## config.mk

```make
export PLATFORM = sky130hd
export DESIGN_NAME = palindrome_generator_flat
export DESIGN_NICKNAME = d
export VERILOG_FILES = /design/src/rtl/palindrome_generator_if.sv /design/src/rtl/palindrome_generator.sv /design/src/flat_wrapper.sv
export SDC_FILE = /design/constraint.sdc
export NUM_CORES = 1
export LEC_CHECK = 0
export CORE_AREA = 2 2 48 50
export CTS_BUF_LIST = sky130_fd_sc_hd__clkbuf_16
export DETAILED_ROUTE_END_ITERATION = 7
export DIE_AREA = 0 0 50 52
export PLACE_DENSITY = 0.82
export SYNTH_ARGS = -nofsm -noshare
export SYNTH_HDL_FRONTEND = slang
export SYNTH_SLANG_ARGS = --single-unit
```

## constraint.sdc

```tcl
create_clock -name clk -period 1.7 [get_ports clk]
set_clock_uncertainty 0.15 [all_clocks]
set_input_delay 0.17 -clock clk [delete_from_list [all_inputs] [get_ports clk]]
set_output_delay 0.17 -clock clk [all_outputs]
set_load 0.1 [all_outputs]
```

## src/rtl/palindrome_generator_if.sv

```systemverilog
// Seed/serial/parallel bundle for the palindrome generator.
// The master side is the generator; the slave side supplies seeds and consumes words.
interface palindrome_generator_if #(
   parameter int unsigned WIDTH = 8
);
   localparam int unsigned HALF = WIDTH / 2;

   logic            seed_valid;
   logic [HALF-1:0] seed;
   logic            seed_ready;
   logic            ser_out;
   logic            ser_valid;
   logic            ser_last;
   logic [WIDTH-1:0] data_out;
   logic            data_valid;
   logic            data_ready;

   modport master (
      input  seed_valid, seed, data_ready,
      output seed_ready, ser_out, ser_valid, ser_last, data_out, data_valid
   );

   modport slave (
      output seed_valid, seed, data_ready,
      input  seed_ready, ser_out, ser_valid, ser_last, data_out, data_valid
   );
endinterface

```

## src/rtl/palindrome_generator.sv

```systemverilog
// Builds {seed, bit_reverse(seed)}, shifts it out MSB first, then holds it on a
// parallel port until the consumer acknowledges.
module palindrome_generator #(
   parameter int unsigned WIDTH = 8
) (
   input logic                  clk,
   input logic                  rst,
   palindrome_generator_if.master bus
);
   localparam int unsigned HALF = WIDTH / 2;
   localparam int unsigned CntW = $clog2(WIDTH);
   localparam logic [CntW-1:0] LastCnt = CntW'(WIDTH - 1);

   typedef enum logic [1:0] {StIdle, StShift, StDone} state_e;

   state_e           state_q, state_d;
   logic [WIDTH-1:0] shift_q, shift_d;
   logic [WIDTH-1:0] data_q, data_d;
   logic [CntW-1:0]  cnt_q, cnt_d;
   logic [WIDTH-1:0] word;
   logic [WIDTH-1:0] shift_rot;

   always_comb begin
      word = '0;
      word[WIDTH-1:HALF] = bus.seed;
      for (int i = 0; i < int'(HALF); i++) begin
         word[i] = bus.seed[HALF-1-i];
      end
   end

   // Rotating rather than plain shifting leaves the full word in the register
   // after WIDTH steps, so it can be copied to the parallel port.
   assign shift_rot = {shift_q[WIDTH-2:0], shift_q[WIDTH-1]};

   always_comb begin
      state_d        = state_q;
      shift_d        = shift_q;
      cnt_d          = cnt_q;
      data_d         = data_q;
      bus.seed_ready = 1'b0;
      bus.ser_valid  = 1'b0;
      bus.ser_out    = 1'b0;
      bus.ser_last   = 1'b0;
      bus.data_valid = 1'b0;
      unique case (state_q)
         StIdle: begin
            bus.seed_ready = 1'b1;
            if (bus.seed_valid) begin
               shift_d = word;
               cnt_d   = '0;
               state_d = StShift;
            end
         end
         StShift: begin
            bus.ser_valid = 1'b1;
            bus.ser_out   = shift_q[WIDTH-1];
            bus.ser_last  = (cnt_q == LastCnt);
            shift_d       = shift_rot;
            if (cnt_q == LastCnt) begin
               data_d  = shift_rot;
               state_d = StDone;
            end else begin
               cnt_d = cnt_q + CntW'(1);
            end
         end
         StDone: begin
            bus.data_valid = 1'b1;
            if (bus.data_ready) begin
               state_d = StIdle;
            end
         end
         default: state_d = StIdle;
      endcase
   end

   assign bus.data_out = data_q;

   always_ff @(posedge clk) begin
      if (rst) begin
         state_q <= StIdle;
         shift_q <= '0;
         cnt_q   <= '0;
         data_q  <= '0;
      end else begin
         state_q <= state_d;
         shift_q <= shift_d;
         cnt_q   <= cnt_d;
         data_q  <= data_d;
      end
   end
endmodule

```

## src/flat_wrapper.sv

```systemverilog
// flat-port wrapper written by rule: the top's interface ports become plain ports
module palindrome_generator_flat 
#(
   parameter int unsigned WIDTH = 8
)
  (clk, rst, bus_seed_valid, bus_seed, bus_data_ready, bus_seed_ready, bus_ser_out, bus_ser_valid, bus_ser_last, bus_data_out, bus_data_valid);
  palindrome_generator_if #(.WIDTH(WIDTH)) bus_i ();
  input logic clk;
  input logic rst;
  input wire logic [$bits(bus_i.seed_valid)-1:0] bus_seed_valid;
  input wire logic [$bits(bus_i.seed)-1:0] bus_seed;
  input wire logic [$bits(bus_i.data_ready)-1:0] bus_data_ready;
  output wire logic [$bits(bus_i.seed_ready)-1:0] bus_seed_ready;
  output wire logic [$bits(bus_i.ser_out)-1:0] bus_ser_out;
  output wire logic [$bits(bus_i.ser_valid)-1:0] bus_ser_valid;
  output wire logic [$bits(bus_i.ser_last)-1:0] bus_ser_last;
  output wire logic [$bits(bus_i.data_out)-1:0] bus_data_out;
  output wire logic [$bits(bus_i.data_valid)-1:0] bus_data_valid;
  assign bus_i.seed_valid = bus_seed_valid;
  assign bus_i.seed = bus_seed;
  assign bus_i.data_ready = bus_data_ready;
  assign bus_seed_ready = bus_i.seed_ready;
  assign bus_ser_out = bus_i.ser_out;
  assign bus_ser_valid = bus_i.ser_valid;
  assign bus_ser_last = bus_i.ser_last;
  assign bus_data_out = bus_i.data_out;
  assign bus_data_valid = bus_i.data_valid;
  palindrome_generator #(.WIDTH(WIDTH)) u_core (.clk(clk), .rst(rst), .bus(bus_i));
endmodule
```

# Word level (Yosys, flattened, before mapping)
# Index checks and enable logic that the tools add are counted.
[totals] register_bits=21 in_bits=8 output_inout_bits=13
[classes] n_addsub=1 eq_ne=7 muxes=14 reduce_logical=6
[ops] cell="$pmux W8 S2" n=1
[ops] cell="$mux W8" n=1
[ops] cell="$mux W2" n=3
[ops] cell="$mux W3" n=2
[ops] cell="$ne A2 B2 Y1 const B" n=3
[ops] cell="$pmux W2 S3" n=1
[ops] cell="$pmux W3 S2" n=1
[ops] cell="$reduce_and A3 Y1" n=2
[ops] cell="$mux W1" n=5
[ops] cell="$reduce_and A2 Y1" n=2
[ops] cell="$add A3 B1 Y3 const B" n=1
[ops] cell="$eq A3 B3 Y1 const B" n=1
[ops] cell="$eq A2 B1 Y1 const B" n=1
[ops] cell="$eq A2 B2 Y1 const B" n=1
[ops] cell="$logic_not A2 Y1" n=1
[ops] cell="$ne A2 B1 Y1 const B" n=1
[ops] cell="$reduce_bool A2 Y1" n=1

# Depth between registers and ports, before layout
[logic_depth] ltp_word=3 mapped_depth=6 mapped_depth_nobuf=5

# Worst setup path after synthesis
# No wires, ideal clock.
[synth_path] kind="register to register" startpoint="register u_core.state_q[0]" endpoint="register u_core.state_q[1]" arrival_ps=2041 required_time_ps=1479 slack_ps=-562 stages_incl_launch_ff=5 synth_period_minus_slack_ps=2262 path_cell_list="dfxtp_1 > buf_6 > nor2b_1 > nand2b_1 > a21oi_1"
[synth_via] elab_chain_len=3
[synth_lines] element="from (decl)" line_no="palindrome_generator.sv:16" text="state_e state_q, state_d;"
[synth_lines] element="from (signal assigned)" line_no="palindrome_generator.sv:80" text="state_q <= StIdle;"
[synth_lines] element="from (signal assigned)" line_no="palindrome_generator.sv:85" text="state_q <= state_d;"
[synth_lines] element="$eq A2 B1 Y1 (tied with other cells)" line_no="palindrome_generator.sv:45" text="unique case (state_q)"
[synth_lines] element="$ne A2 B1 Y1 (no source line) or $ne A2 B2 Y1 (tied branches)"
[synth_lines] element="$reduce_and A3 Y1 (no source line)"
# Several ways; a longest one is shown, not always the timed one.
# A chain may end at the register's enable or synchronous reset.

# Worst setup path in the final report
[layout_path] startpoint="register u_core.cnt_q[0]" endpoint="output bus_ser_last"
[layout_via] elab_chain_len=2
[layout_lines] element="from (decl)" line_no="palindrome_generator.sv:19" text="logic [CntW-1:0] cnt_q, cnt_d;"
[layout_lines] element="from (signal assigned)" line_no="palindrome_generator.sv:87" text="cnt_q <= cnt_d;"
[layout_lines] element="$eq A3 B3 Y1" line_no="palindrome_generator.sv:57" text="bus.ser_last = (cnt_q == LastCnt);"
[layout_lines] element="$mux W1" line_no="palindrome_generator.sv:45"
[layout_lines] element="to (decl)" line_no="flat_wrapper.sv:16" text="output wire logic [$bits(bus_i.ser_last)-1:0] bus_ser_last;"
# Every way passes these cells.

==> impl_metrics.ini <==
[detailed_routing]
drt.antenna.violating_nets = 0
wl_per_cell_um = 13.1
drtPass1Iterations = 4
wl_um = 1960
dr.first_iter.drc_count = 22
num_vias = 781
route.detailed.drc = 0
drt-vias-per-instance = 5.24

[pwr]
switching_share_pct = 24.2
p_int_uw = 910
clkPwrFrac_pct = 40.4
p_per_area_nw_per_um2 = 844
p_switching_uw = 291
leakage_uw = 0.000556
p_comb_share_pct = 15.0
power_frac_seq_pct = 44.6
peakVddDrop_mv = 0.609

[die]
num_rows = 17
die_height_um = 52
die_w_um = 50
start_util_pct = 44.9
die-area_um2 = 2600
core_um2 = 2110
ioPinCount = 21

[cts]
clk_pin_slew_ps = 60
cts_htree_levels = 1
cts-root-buf = clkbuf_16
clock_path_buffers = 2
insertion_delay_ps = 250
cts_tree = yes
numClockSinks = 21
cts_buffers = 3

[run]
cap_violations = 0

[yosys]
syn_area_um2 = 946
ys_seq_area_share_pct = 44.4
yosysWarnings = 0
ys_ff_latch = 21
synth_area_leader_cell = dfxtp_1
synthTopCellsByArea = dfxtp_1 44%, a211oi_2 11%, a21oi_1 9.0%
async_flop_share_pct = 0
syn_area_per_cell_um2 = 9.55
syn-num-nets = 109
syn_inst = 99
ys_types = 23
synth_edf_count = 0
yosysMostFrequentCell = dfxtp_1
ys.flop_type = dfxtp_1
synth_top_area_share_pct = 44.4
yosys-top-cells-count = 21 x dfxtp_1, 17 x a21oi_1, 9 x nand2_1

[sta]
tns_ps = 0
whs_ps = 344
rsz0062_at_grt = false
fmax_mhz = 608
hold_viol_final = 0
period_share_pct = 96.8
fin_crit_ps = 1650
slew_viol_final = 0
worst_pin_slew_ps = 256
setup_viol = 0
max_slew_margin_pct = 82.9

[layout]
antenna_cells = 0
drive_above_1_share_pct = 35.5
syn2layout_area_growth_pct = 50.4
nets = 132

[setup_path]
critPathArrivalTime_ps = 1330
r2r_slack_ps = 260
path_class = reg -> out
required_ps = 1380
end_kind = output pin
worst-path-max-fanout = 4
critPathLaunchType = flip-flop

[place]
numPortBuffers = 20
hpwl_um = 1460
gp_congestion = 0.754

[grt]
antenna_found_initial = 0
grt_pass1_vias = 716
grt_overflow_total = 0
grt_start_max_net_pins = 18
grt_pass1_wl_um = 3170
grt.total_usage_pct = 16.0

[hold_path]
worstHoldPathType = reg -> reg

[run_status]
status = complete, no violations
[flip-flops by register name, indices dropped and copies added (netlist names)]
register	flops
u_core.cnt_q	3
u_core.state_q	2
u_core.shift_q	8
u_core.bus.data_out	8
[cells in the final DEF (no fill, tap or decap), types with 2 or more instances in the layout]
master,instances
a22o_1,2
dfxtp_1,20
nand2_1,9
buf_12,14
clkdlybuf4s50_1,7
a21oi_1,17
a211oi_2,8
nor2_2,2
buf_4,5
nor2_1,7
nand3_1,8
and2b_1,3
clkbuf_16,3
[through the flow]
step           setup slack, ps  cell area, µm²  util, %  power (µW)  cells
3_3_place_gp               227            1320     62.7         712    145
5_1_grt                   11.9            1420     67.6        1250    149
3_5_place_dp               156            1320     62.7         718    145
2_1_floorplan            -16.0             971        -         670     99
6_report                  54.1            1420     67.6        1200    149
4_1_cts                   18.6            1410     66.8        1210    149
[worst max-delay path: stages, from the launching register on]
cell and delay, ps:
dfxtp_1 320, ha_1 220, ha_4 190, nand3b_4 90
clkinvlp_4 90, buf_12 170
[final timing paths]
path	from	endpoint	depth (start not counted)
max	u_core.cnt_q[0]	bus_ser_last	5
min	u_core.shift_q[3]	u_core.bus.data_out[4]	2
max reg2reg	u_core.cnt_q[0]	u_core.bus.data_out[5]	6
min reg2reg	u_core.shift_q[3]	u_core.bus.data_out[4]	2
[per-layer routing]
layer  wire length (µm)  vias up  global-route usage (%)
li1                   -      390                       -
met1                799      361                    18.2
met2               1060       24                    29.2
met3                 58        6                    2.01
met4                 42        0                    8.33
met5                  0        -                       0
[power groups by stage]
| stage | registers (µW) | logic [µW] | clock network, µW |
|---|---|---|---|
| floorplan | 537 | 133 | 0 |
| global placement | 542 | 170 | 0 |
| detailed placement | 543 | 175 | 0 |
| CTS | 534 | 178 | 495 |
| global route | 537 | 191 | 519 |
| finish | 536 | 180 | 485 |
[final cells by class]
| cell class | count | area (µm²) |
|---|---|---|
| Clock buffer | 3 | 75.1 |
| Tap cell | 28 | 35.0 |
| Fill cell | 154 | 683 |
| Multi-Input combinational cell | 69 | 490 |
| Clock inverter | 1 | 5.00 |
| Timing Repair Buffer | 26 | 388 |
| Sequential cell | 21 | 422 |
| Inverter | 1 | 7.51 |
[kinds of logic (layout without fill, tap and decap cells)]
logic type	Yosys count	count (layout)	synth area share, %
and+or+nand+nor	37	37	20.8
buffers and inverters	9	31	7.54
muxes	1	1	1.19
DFF	21	21	44.4
AOI/OAI and AO/OA	29	29	23.4
adders and majority gates	2	2	2.65
[what timing repair did]
item	in CTS	in global routing
gates resized for setup	2	3
buffers inserted	0	0
hold buffers	0	0
setup endpoints to repair	3	2
Power figures use the tool's default switching activity.
